$ cat src/rtl/fifo_rd_stream_pkg.sv
// Shared constants for the FIFO read-side stream stage.
package fifo_rd_stream_pkg;

    localparam int unsigned FIFO_RD_LAT = 1;
    localparam int unsigned OBUF_DEPTH  = 3;
    localparam int unsigned OCC_W       = $clog2(OBUF_DEPTH + 1);
    localparam int unsigned BEAT_W      = 16;
    // Largest buffered + in-flight count that still leaves room for one more pop.
    localparam int unsigned POP_LIMIT   = OBUF_DEPTH - FIFO_RD_LAT;

endpackage

$ cat src/rtl/fifo_rd_stream_if.sv
// FIFO read port plus downstream valid/ready stream of the read-side stage.
interface fifo_rd_stream_if #(
    parameter int unsigned WIDTH = 32
);
    logic             fifo_empty;
    logic [WIDTH-1:0] fifo_rdata;
    logic             fifo_ren;
    logic             m_valid;
    logic             m_ready;
    logic [WIDTH-1:0] m_data;
    logic             m_last;

    modport master (
        input  fifo_empty, fifo_rdata, m_ready,
        output fifo_ren, m_valid, m_data, m_last
    );

    modport slave (
        output fifo_empty, fifo_rdata, m_ready,
        input  fifo_ren, m_valid, m_data, m_last
    );
endinterface

$ cat src/rtl/fifo_rd_stream_obuf3.sv
// Three-entry register FIFO; head is always entry 0, pops shift the entries down.
module obuf3
    import fifo_rd_stream_pkg::*;
#(
    parameter int unsigned WIDTH = 32
) (
    input  logic             clk,
    input  logic             reset,
    input  logic             push,
    input  logic [WIDTH-1:0] din,
    input  logic             pop,
    input  logic             clear,
    output logic [OCC_W-1:0] count,
    output logic [WIDTH-1:0] head
);

    logic [WIDTH-1:0] mem     [OBUF_DEPTH];
    logic [WIDTH-1:0] mem_nxt [OBUF_DEPTH];
    logic [OCC_W-1:0] cnt_nxt;

    // Pop shifts first, then the push lands in the first free slot.
    always_comb begin
        mem_nxt = mem;
        cnt_nxt = count;
        if (pop && (count != '0)) begin
            for (int i = 0; i < int'(OBUF_DEPTH) - 1; i++) begin
                mem_nxt[i] = mem[i+1];
            end
            cnt_nxt = count - OCC_W'(1);
        end
        if (push && (cnt_nxt < OCC_W'(OBUF_DEPTH))) begin
            for (int i = 0; i < int'(OBUF_DEPTH); i++) begin
                if (cnt_nxt == OCC_W'(i)) begin
                    mem_nxt[i] = din;
                end
            end
            cnt_nxt = cnt_nxt + OCC_W'(1);
        end
        if (clear) begin
            cnt_nxt = '0;
        end
    end

    always_ff @(posedge clk or negedge reset) begin
        if (!reset) begin
            count <= '0;
            for (int i = 0; i < int'(OBUF_DEPTH); i++) begin
                mem[i] <= '0;
            end
        end else begin
            count <= cnt_nxt;
            mem   <= mem_nxt;
        end
    end

    assign head = mem[0];

endmodule

$ cat src/rtl/fifo_rd_stream.sv
// Read-domain consumer: pops the async FIFO, absorbs the read latency in a small
// buffer and presents the words as a full-throughput valid/ready stream with burst marks.
module fifo_rd_stream
    import fifo_rd_stream_pkg::*;
#(
    parameter int unsigned WIDTH     = 32,
    parameter int unsigned BURST_LEN = 16
) (
    input  logic              clk,
    input  logic              reset,
    input  logic              flush,
    fifo_rd_stream_if.master  bus,
    output logic [OCC_W-1:0]  occupancy,
    output logic [BEAT_W-1:0] beat_cnt
);

    localparam logic [BEAT_W-1:0] LAST_BEAT = BEAT_W'(BURST_LEN - 1);

    logic           infl;
    logic           xfer;
    logic           push;
    logic [OCC_W:0] outstanding;

    // Every popped word not yet delivered must fit in the buffer when it lands.
    assign outstanding  = {1'b0, occupancy} + (OCC_W+1)'(infl);
    assign bus.fifo_ren = reset && !bus.fifo_empty && !flush
                          && (outstanding <= (OCC_W+1)'(POP_LIMIT));

    assign bus.m_valid = (occupancy != '0);
    assign bus.m_last  = bus.m_valid && (beat_cnt == LAST_BEAT);
    assign xfer        = bus.m_valid && bus.m_ready;
    // A word landing during flush was popped before it and is dropped.
    assign push        = infl && !flush;

    obuf3 #(.WIDTH(WIDTH)) u_obuf (
        .clk   (clk),
        .reset (reset),
        .push  (push),
        .din   (bus.fifo_rdata),
        .pop   (xfer),
        .clear (flush),
        .count (occupancy),
        .head  (bus.m_data)
    );

    always_ff @(posedge clk or negedge reset) begin
        if (!reset) begin
            infl <= 1'b0;
        end else begin
            infl <= bus.fifo_ren;
        end
    end

    // Beat position within the burst, advanced per accepted word.
    always_ff @(posedge clk or negedge reset) begin
        if (!reset) begin
            beat_cnt <= '0;
        end else if (flush) begin
            beat_cnt <= '0;
        end else if (xfer) begin
            if (beat_cnt == LAST_BEAT) begin
                beat_cnt <= '0;
            end else begin
                beat_cnt <= beat_cnt + BEAT_W'(1);
            end
        end
    end

endmodule

$ cat src/flat_wrapper.sv
// flat-port wrapper written by rule: the top's interface ports become plain ports
module fifo_rd_stream_flat import fifo_rd_stream_pkg::*;
#(
    parameter int unsigned WIDTH     = 32,
    parameter int unsigned BURST_LEN = 16
)
  (clk, reset, flush, occupancy, beat_cnt, bus_fifo_empty, bus_fifo_rdata, bus_m_ready, bus_fifo_ren, bus_m_valid, bus_m_data, bus_m_last);
  fifo_rd_stream_if #(.WIDTH(WIDTH)) bus_i ();
  input  logic clk;
  input  logic reset;
  input  logic flush;
  output logic [OCC_W-1:0] occupancy;
  output logic [BEAT_W-1:0] beat_cnt;
  input wire logic [$bits(bus_i.fifo_empty)-1:0] bus_fifo_empty;
  input wire logic [$bits(bus_i.fifo_rdata)-1:0] bus_fifo_rdata;
  input wire logic [$bits(bus_i.m_ready)-1:0] bus_m_ready;
  output wire logic [$bits(bus_i.fifo_ren)-1:0] bus_fifo_ren;
  output wire logic [$bits(bus_i.m_valid)-1:0] bus_m_valid;
  output wire logic [$bits(bus_i.m_data)-1:0] bus_m_data;
  output wire logic [$bits(bus_i.m_last)-1:0] bus_m_last;
  assign bus_i.fifo_empty = bus_fifo_empty;
  assign bus_i.fifo_rdata = bus_fifo_rdata;
  assign bus_i.m_ready = bus_m_ready;
  assign bus_fifo_ren = bus_i.fifo_ren;
  assign bus_m_valid = bus_i.m_valid;
  assign bus_m_data = bus_i.m_data;
  assign bus_m_last = bus_i.m_last;
  fifo_rd_stream #(.WIDTH(WIDTH), .BURST_LEN(BURST_LEN)) u_core (.clk(clk), .reset(reset), .flush(flush), .bus(bus_i), .occupancy(occupancy), .beat_cnt(beat_cnt));
endmodule
$ cat config.mk
export PLATFORM = sky130hd
export DESIGN_NAME = fifo_rd_stream_flat
export DESIGN_NICKNAME = d
export VERILOG_FILES = /design/src/rtl/fifo_rd_stream_pkg.sv /design/src/rtl/fifo_rd_stream_if.sv /design/src/rtl/fifo_rd_stream_obuf3.sv /design/src/rtl/fifo_rd_stream.sv /design/src/flat_wrapper.sv
export SDC_FILE = /design/constraint.sdc
export NUM_CORES = 1
export LEC_CHECK = 0
export CORE_MARGIN = 3
export CORE_UTILIZATION = 32
export CTS_BUF_LIST = sky130_fd_sc_hd__clkbuf_16
export DETAILED_ROUTE_END_ITERATION = 16
export HOLD_SLACK_MARGIN = 0.05
export SYNTH_ARGS = -nofsm -noshare
export SYNTH_HDL_FRONTEND = slang
export SYNTH_HIERARCHICAL = 1
export SYNTH_SLANG_ARGS = --single-unit
$ cat constraint.sdc
create_clock -name clk -period 5.88 [get_ports clk]
set_clock_uncertainty 0.15 [all_clocks]
set_input_delay 1.176 -clock clk [delete_from_list [all_inputs] [get_ports clk]]
set_output_delay 1.176 -clock clk [all_outputs]
set_load 0.005 [all_outputs]
======== Yosys cells after proc, flatten, opt, wreduce, memory -nomap -nowiden ========
Index checks and enable logic that the tools add are counted.
Widths: inputs -> output; s select.
word-level totals
  input port bits ......................... 37
  bits in registers ....................... 115
  output and inout port bits .............. 53
cells by class
  equal/unequal tests ..................... 3
  $lt $le $gt $ge ......................... 2
  reductions and logical operators ........ 14
  mux-type cells .......................... 11
  add/subtract/negate cells ............... 4
operators with widths
  operator               count
  $mux 32                3
  $mux 96                1
  $mux 64                1
  $mux 16                3
  $add 16x1->16 const B  1
  $eq 16x4->1 const B    1
  $logic_and 1x1->1      8
  $mux 2                 3
  $reduce_bool 2->1      2
  $add 2x1->3            1
  $le 3x2->1 const B     1
  $add 2x1->2 const B    1
  $eq 2x1->1 const B     1
  $eq 2x2->1 const B     1
  $logic_not 1->1        2
  $logic_not 2->1        1
  $lt 2x2->1 const B     1
  $reduce_and 2->1       1
  $sub 2x1->2 const B    1

======== Logic depth before layout (Yosys ltp) ========
  depth in word-level cells ............... 8
  gate-level depth with buffers ........... 9

======== Cells and area by module ========
The synthesis kept the hierarchy.
modules (own cells, without submodules)
  module          cells each  instances  area an instance (um^2)  seq. area each (um^2)
  obuf3           462         1          5098.6                   2452.4
  fifo_rd_stream  107         1          1047.3                   425.4

======== Least setup slack after synthesis ========
OpenSTA, ideal clock, no wires.
  path kind ............................... input -> output
  from .................................... in flush
  to ...................................... out bus_fifo_ren
  path buffers ............................ 1
  cell stages on the path ................. 2
  required time ........................... 4554 ps
  arrival time ............................ 1758 ps
  slack ................................... 2796 ps
  cell sequence ........................... clkbuf_1 > nor4b_1
between the ends
  cells in the longest elaborated chain, start to end .. 3
RTL lines
  item                RTL line              source
  start: declaration  flat_wrapper.sv:11    input logic flush;
  $logic_not 1->1     fifo_rd_stream.sv:26  assign bus.fifo_ren = reset && !bus.fifo_empty && !flush
  $logic_and 1x1->1   fifo_rd_stream.sv:26
  $logic_and 1x1->1   fifo_rd_stream.sv:27  && (outstanding <= (OCC_W+1)'(POP_LIMIT));
  end: declaration    flat_wrapper.sv:17    output wire logic [$bits(bus_i.fifo_ren)-1:0] bus_fifo_ren;
No other way between the ends.

======== Worst setup path after layout ========
Ends and elaborated chain as after synthesis.

==> qor.yml <==
start_util_pct: 32.75
cp.required_ps: 4550
synth_most_common_cell: "nand2_1"
rr_endpoint: "u_core/u_obuf/mem[28]"
wire_per_inst_um: 15.49
start_kind: "input pin"
drive_above_1_share_pct: 23.23
drt_pre_antenna_iters: 4
num_antenna_cells: 0
min_period_ps: 4281
cts_root_buf: "clkbuf_16"
core_sq_mm: 0.01877
crit_buf_inv: 2
hold_viol: 0
layout_worst_path_cycle_share_pct: 72.81
hold_end: "u_core/u_obuf/mem[29]"
cts-buffers-inserted: 17
synth_seq_cells: 115
grt_pass1_vias: 4448
grt_max_degree: 70
synth_common_cells: "199 x nand2_1, 115 x dfrtp_1, 59 x mux2_4"
dpl.cell_count: 839
cp.arrival_ps: 2960
setup_viol: 0
status: "finished clean"
die_h_um: 144.6
holdCritPathClass: "register to register"
drt_iter0_markers: 184
synth-main-ff-cell: "dfrtp_1"
postCtsSetupRepairBufs: 0
antenna_found_initial: 0
holdBufCountCts: 0
yosysTopAreaCellShare_pct: 46.82
avgSynthCellArea_sq_um: 10.80
worstHoldStart: "u_core/u_obuf/mem[29]"
stdcell_count: 871
dp_hpwl_um: 8693
rsz0062_at_grt: "no"
slowest_stage: "clkdlybuf4s50_1"
synth_top_cells_by_area: "dfrtp_1 47%, mux2_4 14%, nand2_1 12%"
reg2reg_depth: 7
design_power_total_mw: 2.450
p_leak_nw: 3.747
syn_nets: 611
critPathKind: "input pin to output port"
netlist_area_sq_mm: 0.006146
track_usage_pct: 13.70
vias_per_cell: 4.789
synth_cell_types: 47
htree_levels: 4
yosysWarnings: 6
drv_slew: 0
fin_setup_tns_ps: 0
clockBufferDepth: 2
max_freq_mhz: 233.6
die_area_sq_mm: 0.02090
grt-ovfl-total: 0
cts.sinks: 115
r2r_setup_slack_ps: 2280
io_buffers: 89
crit_fanout: 17
path_clk_slew_ps: 50
crit_chain: "clkdlybuf4s50_1 > nor4b_1 > clkdlybuf4s50_1"
synthArstFlopShare_pct: 100.0
num_rows: 50
dieWidth_um: 144.6
drt_wl_total_um: 13490
nets: 666
p_per_area_mw_per_mm2: 325.0
vias: 4171
max_stage_delay_ps: 700
ant_nets: 0
synth_top_area_cell: "dfrtp_1"
io_pins: 90
holdWs_ps: 352.3
maxCapViolCount: 0
grt_pass1_wl_um: 22380
ys_seq_area_share_pct: 46.82
synth_edf_count: 0
slew_headroom_pct: 25.17
gp_congestion: 0.8421
cp-end-kind: "output port"
regToRegStartpoint: "u_core/u_obuf/count[0]"
irDropWorstVdd_uv: 194.8
hold_path_depth: 1
cp_common_cell: "clkdlybuf4s50_1"
drc_errors: 0
area_growth_pct: 22.64
worst-slew-pin-transition_ps: 1118
cp_top_family: "buffers and inverters"
tritoncts: "built"
syn_inst: 569
cts_resized: 0
clock_latency_ps: 420
[worst max path at each step]
stage	end	depth (start not counted)	slack, ps	from
6_report	bus_fifo_ren	3	1600	flush
5_1_grt	bus_fifo_ren	3	1370	flush
4_1_cts	bus_fifo_ren	3	1570	flush
3_5_place_dp	u_core/u_obuf/mem[12]	8	1210	bus_m_ready
3_3_place_gp	u_core/u_obuf/mem[28]	8	1290	bus_m_ready
2_1_floorplan	bus_fifo_ren	2	2800	flush
[stage by stage]
stage	util [%]	setup WS, ps	area (sq um)
6_report	40.16	1599	7537
2_1_floorplan	-	2796	6146
3_3_place_gp	36.84	1291	6914
5_1_grt	40.16	1374	7537
4_1_cts	40.16	1568	7537
3_5_place_dp	36.84	1207	6914
[cell families after synthesis]
| kind of cell | count (synthesis) | share of synthesized area, % |
|---|---|---|
| AND/OR/NAND/NOR | 248 | 17.77 |
| flip-flops | 115 | 46.82 |
| adder cells (fa/ha/maj) | 5 | 1.018 |
| XOR/XNOR | 9 | 1.283 |
| multiplexers | 96 | 21.19 |
| AO/OA/AOI/OAI | 32 | 4.051 |
| buffers and inverters | 64 | 7.858 |
[routing by layer]
| layer | track usage [%] | wire length (um) |
|---|---|---|
| met3 | 4.299 | 655 |
| met1 | 17.40 | 6027 |
| met2 | 22.24 | 6708 |
| met4 | 4.566 | 98 |
| met5 | 0 | 0 |
[registers in the layout, summed over array words and instances (netlist names)]
signal,flops
u_core/u_obuf/count,2
u_core/u_obuf/head,32
u_core/infl,1
u_core/beat_cnt,16
u_core/u_obuf/mem,64
[cell usage in the layout (no fill, tap or decap), types with 5 or more instances in the layout]
cell	synthesis	layout
nor2_1	12	12
ha_1	5	5
buf_4	32	6
bufinv_16	0	5
a31oi_1	5	5
dfrtp_1	115	115
clkdlybuf4s50_1	0	88
mux2_2	37	37
mux2_4	59	59
clkbuf_16	0	17
o21ai_0	6	6
xor2_1	7	7
nand2_1	199	199
inv_1	5	8
[cell type report]
class	instances	area, sq um
tap	234	292.8
timing repair buffer	94	925.9
fill	1823	11230
sequential	115	2878
clock inverter	15	197.7
inverter	6	22.52
clock buffer	17	425.4
multi-input combinational	390	2795
[power by group]
part           switching, mW  leakage (nW)  internal [mW]
clock                  0.358         0.309          0.739
combinational          0.139          1.91          0.275
sequential            0.0514          1.53          0.887
total                  0.549          3.75           1.90
Power figures use the tool's default switching activity.
